## config.mk

```make
export PLATFORM = sky130hd
export DESIGN_NAME = seq_memory
export DESIGN_NICKNAME = d
export VERILOG_FILES = /design/src/rtl/simon_pkg.sv /design/src/rtl/seq_memory.sv
export SDC_FILE = /design/constraint.sdc
export NUM_CORES = 1
export LEC_CHECK = 0
export ABC_AREA = 1
export CAP_MARGIN = 15
export CORE_MARGIN = 4
export CORE_UTILIZATION = 50
export CTS_CLUSTER_SIZE = 20
export DETAILED_ROUTE_END_ITERATION = 8
export HOLD_SLACK_MARGIN = 0.05
export PLACE_DENSITY = 0.7
export SYNTH_ARGS = -nofsm -noshare
export SYNTH_HDL_FRONTEND = slang
export SYNTH_SLANG_ARGS = --single-unit
```

## constraint.sdc

```tcl
create_clock -name clk -period 2.5 [get_ports clk]
set_input_delay 0.5 -clock clk [delete_from_list [all_inputs] [get_ports clk]]
set_output_delay 0.5 -clock clk [all_outputs]
set_load 0.01 [all_outputs]
```

## src/rtl/simon_pkg.sv

```systemverilog
// Shared constants and colour type for the Simon game datapath.
package simon_pkg;

  localparam int SEQ_DEPTH = 32;
  localparam int ADDR_W    = 5;
  localparam int LEN_W     = 6;

  typedef enum logic [1:0] {
    GREEN  = 2'b00,
    RED    = 2'b01,
    BLUE   = 2'b10,
    YELLOW = 2'b11
  } color_t;

endpackage

```

## src/rtl/seq_memory.sv

```systemverilog
// Colour sequence store: 32 x 2-bit register file with a registered,
// write-first read port, a high-water-mark length counter and a
// one-entry-per-cycle scrub engine started by a clear pulse.
module seq_memory
  import simon_pkg::*;
(
  input  logic              clk,
  input  logic              rst,
  input  logic              mem_write,
  input  logic [ADDR_W-1:0] mem_addr,
  input  color_t            wr_data,
  input  logic              clear,
  output color_t            mem_data,
  output logic [LEN_W-1:0]  seq_len,
  output logic              seq_full,
  output logic              clear_busy
);

  typedef enum logic {IDLE, SCRUB} state_t;

  localparam logic [ADDR_W-1:0] LAST_IDX = ADDR_W'(SEQ_DEPTH - 1);
  localparam logic [LEN_W-1:0]  FULL_LEN = LEN_W'(SEQ_DEPTH);

  state_t            state, state_nxt;
  logic [ADDR_W-1:0] scrub_cnt, scrub_cnt_nxt;
  logic [LEN_W-1:0]  seq_len_nxt;
  logic [LEN_W-1:0]  addr_len;
  logic              wr_accept;
  color_t            mem     [SEQ_DEPTH];
  color_t            mem_nxt [SEQ_DEPTH];

  // Writes only land in IDLE; a clear in the same cycle takes priority.
  assign wr_accept = mem_write && (state == IDLE) && !clear;
  assign addr_len  = LEN_W'(mem_addr) + LEN_W'(1);

  // Busy is a pure decode of the state register, so it is glitch-free and
  // rises on the edge after clear is sampled.
  assign clear_busy = (state == SCRUB);
  assign seq_full   = (seq_len == FULL_LEN);

  // Scrub sequencing: any clear (re)starts the counter at entry 0; the pass
  // ends on the edge that zeroes entry 31.
  always_comb begin
    state_nxt     = state;
    scrub_cnt_nxt = scrub_cnt;
    case (state)
      IDLE: begin
        if (clear) begin
          state_nxt     = SCRUB;
          scrub_cnt_nxt = '0;
        end
      end
      SCRUB: begin
        if (clear) begin
          scrub_cnt_nxt = '0;
        end else begin
          scrub_cnt_nxt = scrub_cnt + 1'b1;
          if (scrub_cnt == LAST_IDX) state_nxt = IDLE;
        end
      end
      default: begin
        state_nxt     = IDLE;
        scrub_cnt_nxt = '0;
      end
    endcase
  end

  // Next contents of the array: scrub zeroes one entry, or an accepted
  // write stores the colour. The read port samples this next view so a
  // same-cycle write to the read address is returned immediately.
  always_comb begin
    mem_nxt = mem;
    if (state == SCRUB)
      mem_nxt[scrub_cnt] = GREEN;
    else if (wr_accept)
      mem_nxt[mem_addr] = wr_data;
  end

  // Length tracks the highest written index + 1; cleared when a scrub starts.
  always_comb begin
    seq_len_nxt = seq_len;
    if (clear)
      seq_len_nxt = '0;
    else if (wr_accept && (addr_len > seq_len))
      seq_len_nxt = addr_len;
  end

  // All state: FSM, counter, length, storage and the read register.
  always_ff @(posedge clk or posedge rst) begin
    if (rst) begin
      state     <= IDLE;
      scrub_cnt <= '0;
      seq_len   <= '0;
      mem_data  <= GREEN;
      for (int i = 0; i < SEQ_DEPTH; i++) mem[i] <= GREEN;
    end else begin
      state     <= state_nxt;
      scrub_cnt <= scrub_cnt_nxt;
      seq_len   <= seq_len_nxt;
      mem       <= mem_nxt;
      mem_data  <= mem_nxt[mem_addr];
    end
  end

endmodule

```

==> results of run 1 <==
cells in the mapped netlist, drive strengths merged:
master  instances  area (um2)
o211ai          1       7.510
dfrtp          78        1952
nand2         376        1411
nand3          80       425.4
o21ai          14       70.06
inv           130       488.0
nand4          43       269.0
and3           23       143.9
and2            3       18.77
clkinv          5       18.77
nor3            6       30.03
ha             16       200.2
buf            15       78.82
a31oi           1       6.260
a21boi          6       45.04
o22ai           2       12.51
a21oi           5       25.02
o21bai         10       75.07
xor2            3       26.28
nor2           55       235.2
o32ai           1       8.760
clkbuf         16       60.06
area by class of cell:
cell class	count	area, um2
clock buffers	13	148.9
clock inverters	2	10.01
fillers	1007	4179
inverters	135	508.0
multi-input cells	645	3023
flip-flops and latches	78	1953
well taps	140	175.2
repair buffers	103	890.9
critical path, stage by stage:
cell and delay, ns:
clkdlybuf4s50_1 0.51, buf_4 0.21, inv_1 0.07, nand3_1 0.29, nor2_2 0.33, nand2_1 0.10
nand4_1 0.09, nand2_1 0.05, inv_1 0.05, nand2_1 0.05, nand2_1 0.08, nand2_1 0.08
nor2_1 0.10, nand2_1 0.06
flip-flops by register name (all words and copies together) (netlist names):
name,count
clear_busy,1
mem,64
mem_data,2
scrub_cnt,5
seq_len,6
cell families (layout without fill, tap and decap cells):
logic type,Yosys count,after routing,share of synthesized area
AOI/OAI and AO/OA,40,40,0.04462
xor gates and xnor gates,3,3,0.004686
adders and majority gates,16,16,0.03570
buffers and inverters,166,253,0.1151
DFF,78,78,0.3481
and+or+nand+nor,586,586,0.4518
how the worst max path moves through the flow:
stage / to / slack [ns] / cells after the start
after floorplan: clear_busy / 0.005 / 1
after CTS: mem_data[1] / 0.06 / 15
final: mem_data[1] / 0.17 / 14
after detailed placement: seq_len[1] / -0.33 / 12
after global routing: mem_data[1] / 0.05 / 14
after global placement: mem_data[0] / -0.24 / 15
timing repair:
action,in CTS,in global routing
gates resized for setup,0,5
buffers inserted,0,0
endpoints found under the setup margin,0,8
hold buffers,0,0
per-stage QoR:
step	instances	utilization	power [mW]
after global placement	1101	0.6000	1.585
final	1116	0.6162	2.437
after floorplan	889	-	1.446
after CTS	1116	0.6146	2.442
after global routing	1116	0.6162	2.533
after detailed placement	1101	0.6000	1.588
routing by layer:
layer	global-route usage	vias to the layer above
li1	-	2949
met1	0.3754	2848
met2	0.4731	333
met3	0.07056	55
met4	0.1140	0
met5	0	-
power by group:
part	internal [mW]	total, mW	switching (mW)	leakage (nW)
Clock	0.381	0.867	0.486	0.0833
Sequential	1.27	1.27	0.00646	1.08
Combinational	0.0984	0.297	0.199	2.90
Total	1.75	2.44	0.691	4.06
==> impl_metrics.env, run 1 <==
export IMPL_status="complete, no violations"
export IMPL_synth_seq_cells=78
export IMPL_peakVddDrop_mv=0.3806
export IMPL_grt_pass1_wl_mm=29.75
export IMPL_timing_final_crit_share=0.9325
export IMPL_synth_nets=916
export IMPL_antenna_found_initial=0
export IMPL_cts_buffers=9
export IMPL_grt_pass1_vias=6135
export IMPL_drc=0
export IMPL_ys_seq_area_frac=0.3481
export IMPL_hold_slack_ns=0.3724
export IMPL_start_util=0.5151
export IMPL_io_pins=21
export IMPL_place_area_um2=6533
export IMPL_cp_arrival_ns=2.59
export IMPL_critPathKind="in2reg"
export IMPL_hp_class="in2async"
export IMPL_totalWireLength_mm=18.04
export IMPL_r2r_end="mem_data[1]"
export IMPL_met1_length_mm=7.305
export IMPL_clk_pin_slew_worst_paths_ns=0.08
export IMPL_clock_sinks=78
export IMPL_fin_crit_ns=2.331
export IMPL_die_x_um=113.9
export IMPL_cp_end_kind="register"
export IMPL_synth_avg_cell_area_um2=6.308
export IMPL_dr_pass1_iters=6
export IMPL_grt_ovfl_total=0
export IMPL_finalInstanceArea_um2=6709
export IMPL_p_leak_nw=4.060
export IMPL_drv_cap=0
export IMPL_netlist_instances=889
export IMPL_rr_startpoint="scrub_cnt[1]"
export IMPL_vias=6185
export IMPL_rsz0062_at_grt="no"
export IMPL_crit_fanout=5
export IMPL_final_layout_size_suffix_gt1_frac=0.1137
export IMPL_cp_start_kind="primary input"
export IMPL_root_buffer="clkbuf_8"
export IMPL_io_buffer_count=20
export IMPL_post_drt_via_cell_ratio=5.542
export IMPL_clkLatencyLatePin_ns=0.38
export IMPL_power_density_nw_per_um2=363.3
export IMPL_die_h_um=113.9
export IMPL_post_place_ws_ns=-0.3325
export IMPL_cts_tree="built"
export IMPL_crit_required_ns=2.76
export IMPL_syn_area_um2=5608
export IMPL_drt_iter0_drc=779
export IMPL_drv_slew=0
export IMPL_routabilityCongestion=0.9107
export IMPL_mostFrequentLayoutCells="375 x nand2_1, 128 x inv_1, 78 x buf_4"
export IMPL_fmax_ghz=0.4289
export IMPL_tightestPinTransition_ns=0.6199
export IMPL_grt_use_total=0.2912
export IMPL_reg2reg_depth=13
export IMPL_detail_route_antenna_nets=0
export IMPL_top_layer="met4"
export IMPL_avgRoutedWirePerCell_um=16.16
export IMPL_wl_met2_mm=8.348
export IMPL_layout_nets=999
export IMPL_startpoint="mem_addr[3]"
export IMPL_fin_setup_tns_ns=0
export IMPL_setup_viol=0
export IMPL_antenna_cells=0
export IMPL_clockBufferDepth=2
export IMPL_grt_max_degree=42
export IMPL_yosysWarningCount=0
export IMPL_fin_worst_skew_ns=0.01004
export IMPL_hold_viol_final=0
export IMPL_num_rows=38
export IMPL_core_region_area_um2=10890
export IMPL_ff2ff_setup_slack_ns=0.30
export IMPL_yosys_cell_types_count=29
export IMPL_syn_to_final_growth_pct=19.63
export IMPL_dp_hpwl_mm=13.20
export IMPL_dieArea_um2=12970
export IMPL_relSlewSlack=0.5842
export IMPL_layout_setup_ws_ns=0.1687
export IMPL_htree_levels=3
export IMPL_mostFrequentLayoutCell="nand2_1"
export IMPL_wl_met3_mm=1.829
(Power assumes the default switching activity.)
==> run 2, diff against run 1 <==
Clock period 2.5 ns to 2 ns, I/O delays scaled along.
==> run 2 against run 1 <==
  * Setup slack got worse by 0.14 ns
  * Clock skew increased by 0.0021 ns
  * Die area unchanged
  * Power increased by 39%
  * Wire length increased by 11%
  * First-iteration DRC count increased by 7.7%
  * Final cell count increased by 4.2%
  * Largest cell class unchanged
==> impl_metrics.env, run 2 (same netlist as run 1, synthesis figures left out) <==
export IMPL_syn_to_final_growth_pct=35.92
export IMPL_core_region_area_um2=10890
export IMPL_layout_nets=1046
export IMPL_crit_fanout=8
export IMPL_drc=0
export IMPL_io_pins=21
export IMPL_grtUsageMet3=0.06419
export IMPL_power_density_nw_per_um2=443.8
export IMPL_p_leak_nw=4.375
export IMPL_grt_busiest_layer="met2"
export IMPL_cts_tree="built"
export IMPL_grt_max_degree=33
export IMPL_relSlewSlack=0.6437
export IMPL_tightestPinTransition_ns=0.5334
export IMPL_vias=6619
export IMPL_status="complete, no violations"
export IMPL_rsz0062_at_grt="yes"
export IMPL_rr_startpoint="clear_busy"
export IMPL_placed_cells=1134
export IMPL_final_util=0.7001
export IMPL_start_util=0.5151
export IMPL_avgRoutedWirePerCell_um=17.25
export IMPL_dp_hpwl_mm=13.94
export IMPL_routabilityCongestion=0.9818
export IMPL_finalInstanceArea_um2=7622
export IMPL_die_x_um=113.9
export IMPL_clk_pin_slew_worst_paths_ns=0.09
export IMPL_grt_pass1_wl_mm=31.61
export IMPL_fillers=883
export IMPL_reg2reg_depth=12
export IMPL_place_area_um2=6902
export IMPL_top_regs="mem (64), seq_len (6), scrub_cnt (5)"
export IMPL_peakVddDrop_mv=0.4907
export IMPL_mostFrequentLayoutCells="362 x nand2_1, 119 x inv_1, 107 x buf_4"
export IMPL_root_buffer="clkbuf_8"
export IMPL_cts_buffers=9
export IMPL_met2_usage=0.4955
export IMPL_clockBufferDepth=2
export IMPL_regMostFlops="mem"
export IMPL_antenna_found_initial=0
export IMPL_multi_input_area_um2=3403
export IMPL_timing_final_crit_share=0.9867
export IMPL_use_met1=0.3956
export IMPL_setup_viol=0
export IMPL_cp_end_kind="register"
export IMPL_fin_worst_skew_ns=0.01212
export IMPL_grt_pass1_vias=6447
export IMPL_fmax_ghz=0.5068
export IMPL_hold_viol_final=0
export IMPL_clkLatencyLatePin_ns=0.38
export IMPL_final_layout_size_suffix_gt1_frac=0.2385
export IMPL_ff2ff_setup_slack_ns=0.03
export IMPL_antenna_cells=0
export IMPL_detail_route_antenna_nets=0
export IMPL_drt_iter0_drc=839
export IMPL_drv_slew=0
export IMPL_mostFrequentLayoutCell="nand2_1"
export IMPL_totalWireLength_mm=20.07
export IMPL_grt_ovfl_total=0
export IMPL_holdBufCountCts=0
export IMPL_cp_start_kind="register"
export IMPL_largest_register_ffs=64
export IMPL_cp_arrival_ns=2.25
export IMPL_fin_setup_tns_ns=0
export IMPL_crit_required_ns=2.28
export IMPL_r2r_end="mem_data[1]"
export IMPL_num_rows=38
export IMPL_die_h_um=113.9
export IMPL_fin_crit_ns=1.973
export IMPL_drv_cap=0
export IMPL_ff_latch_area_um2=1957
export IMPL_dr_pass1_iters=8
export IMPL_clock_sinks=78
export IMPL_dieArea_um2=12970
export IMPL_post_drt_via_cell_ratio=5.691
export IMPL_critPathKind="reg2reg"
export IMPL_grt_use_total=0.3090
export IMPL_io_buffer_count=20
export IMPL_final_cells=1163
export IMPL_hp_class="in2async"
export IMPL_htree_levels=3
export IMPL_total_power_mw=3.383
[run 2: changes by cell type in the layout (fill, tap and decap cells not counted), sizes merged, moves of 2 or more]
| cell | previous run | this run |
|---|---|---|
| clkbuf | 13 | 16 |
| dlygate4sd2 | 0 | 4 |
| buf | 83 | 128 |
| clkinv | 8 | 6 |
| clkdlybuf4s50 | 18 | 11 |
[run 2: cell type report]
| class | count | area share |
|---|---|---|
| multi-input combinational | 646 | 0.4465 |
| clock buffer | 12 | 0.02035 |
| timing repair buffer | 149 | 0.1788 |
| tap | 140 | 0.02298 |
| inverter | 135 | 0.06894 |
| clock inverter | 3 | 0.005745 |
| sequential | 78 | 0.2567 |
[run 2: worst max-delay path by stage]
stage                  from     endpoint  slack, ns  cells after the start
3_5_place_dp    mem_addr[1]   seq_len[2]      -0.73                     12
2_1_floorplan   mem_addr[0]   seq_len[0]      -0.06                     14
3_3_place_gp    mem_addr[0]  mem_data[0]      -0.65                     16
5_1_grt          clear_busy  mem_data[0]       -0.1                     12
4_1_cts        scrub_cnt[0]  mem_data[0]      0.001                     14
6_report         clear_busy  mem_data[1]       0.03                     12
[run 2: what timing repair did]
action                                  in CTS  in global routing
pin swaps                                    5                 38
gates cloned                                 1                  1
hold endpoints to repair                     0                  0
resized for setup                           26                102
buffers inserted                             2                 10
endpoints found under the setup margin      10                  8
[run 2: routing by layer]
layer / up-vias / routed length, um
li1: 3050 / -
met1: 3053 / 7886
met2: 409 / 9079
met3: 107 / 2110
met4: 0 / 990
met5: - / 0
[run 2: report_power, final]
| group | switching (mW) | leakage [nW] | internal [mW] |
|---|---|---|---|
| sequential | 0.00834 | 1.08 | 1.58 |
| clock | 0.633 | 0.102 | 0.640 |
| combinational | 0.312 | 3.20 | 0.206 |
[run 2: stage by stage]
| stage | setup WS (ns) | hold slack [ns] |
|---|---|---|
| 2_1_floorplan | -0.05565 | 0.4735 |
| 3_3_place_gp | -0.6536 | 0.5524 |
| 3_5_place_dp | -0.7330 | 0.5630 |
| 4_1_cts | 0.001259 | 0.4275 |
| 5_1_grt | -0.09925 | 0.4492 |
| 6_report | 0.02666 | 0.4236 |
[run 2: worst max-delay path, cell delays in order (launching register included)]
cell     delay (ns)
dfrtp_2        0.45
nor2_8         0.24
nand3_4        0.27
nor2_4         0.20
nand2_1        0.08
nand3_2        0.07
nor2_1         0.04
nor2_1         0.12
nand2_2        0.08
nand2_1        0.06
nand2_1        0.07
nor2_2         0.13
nand2_1        0.06
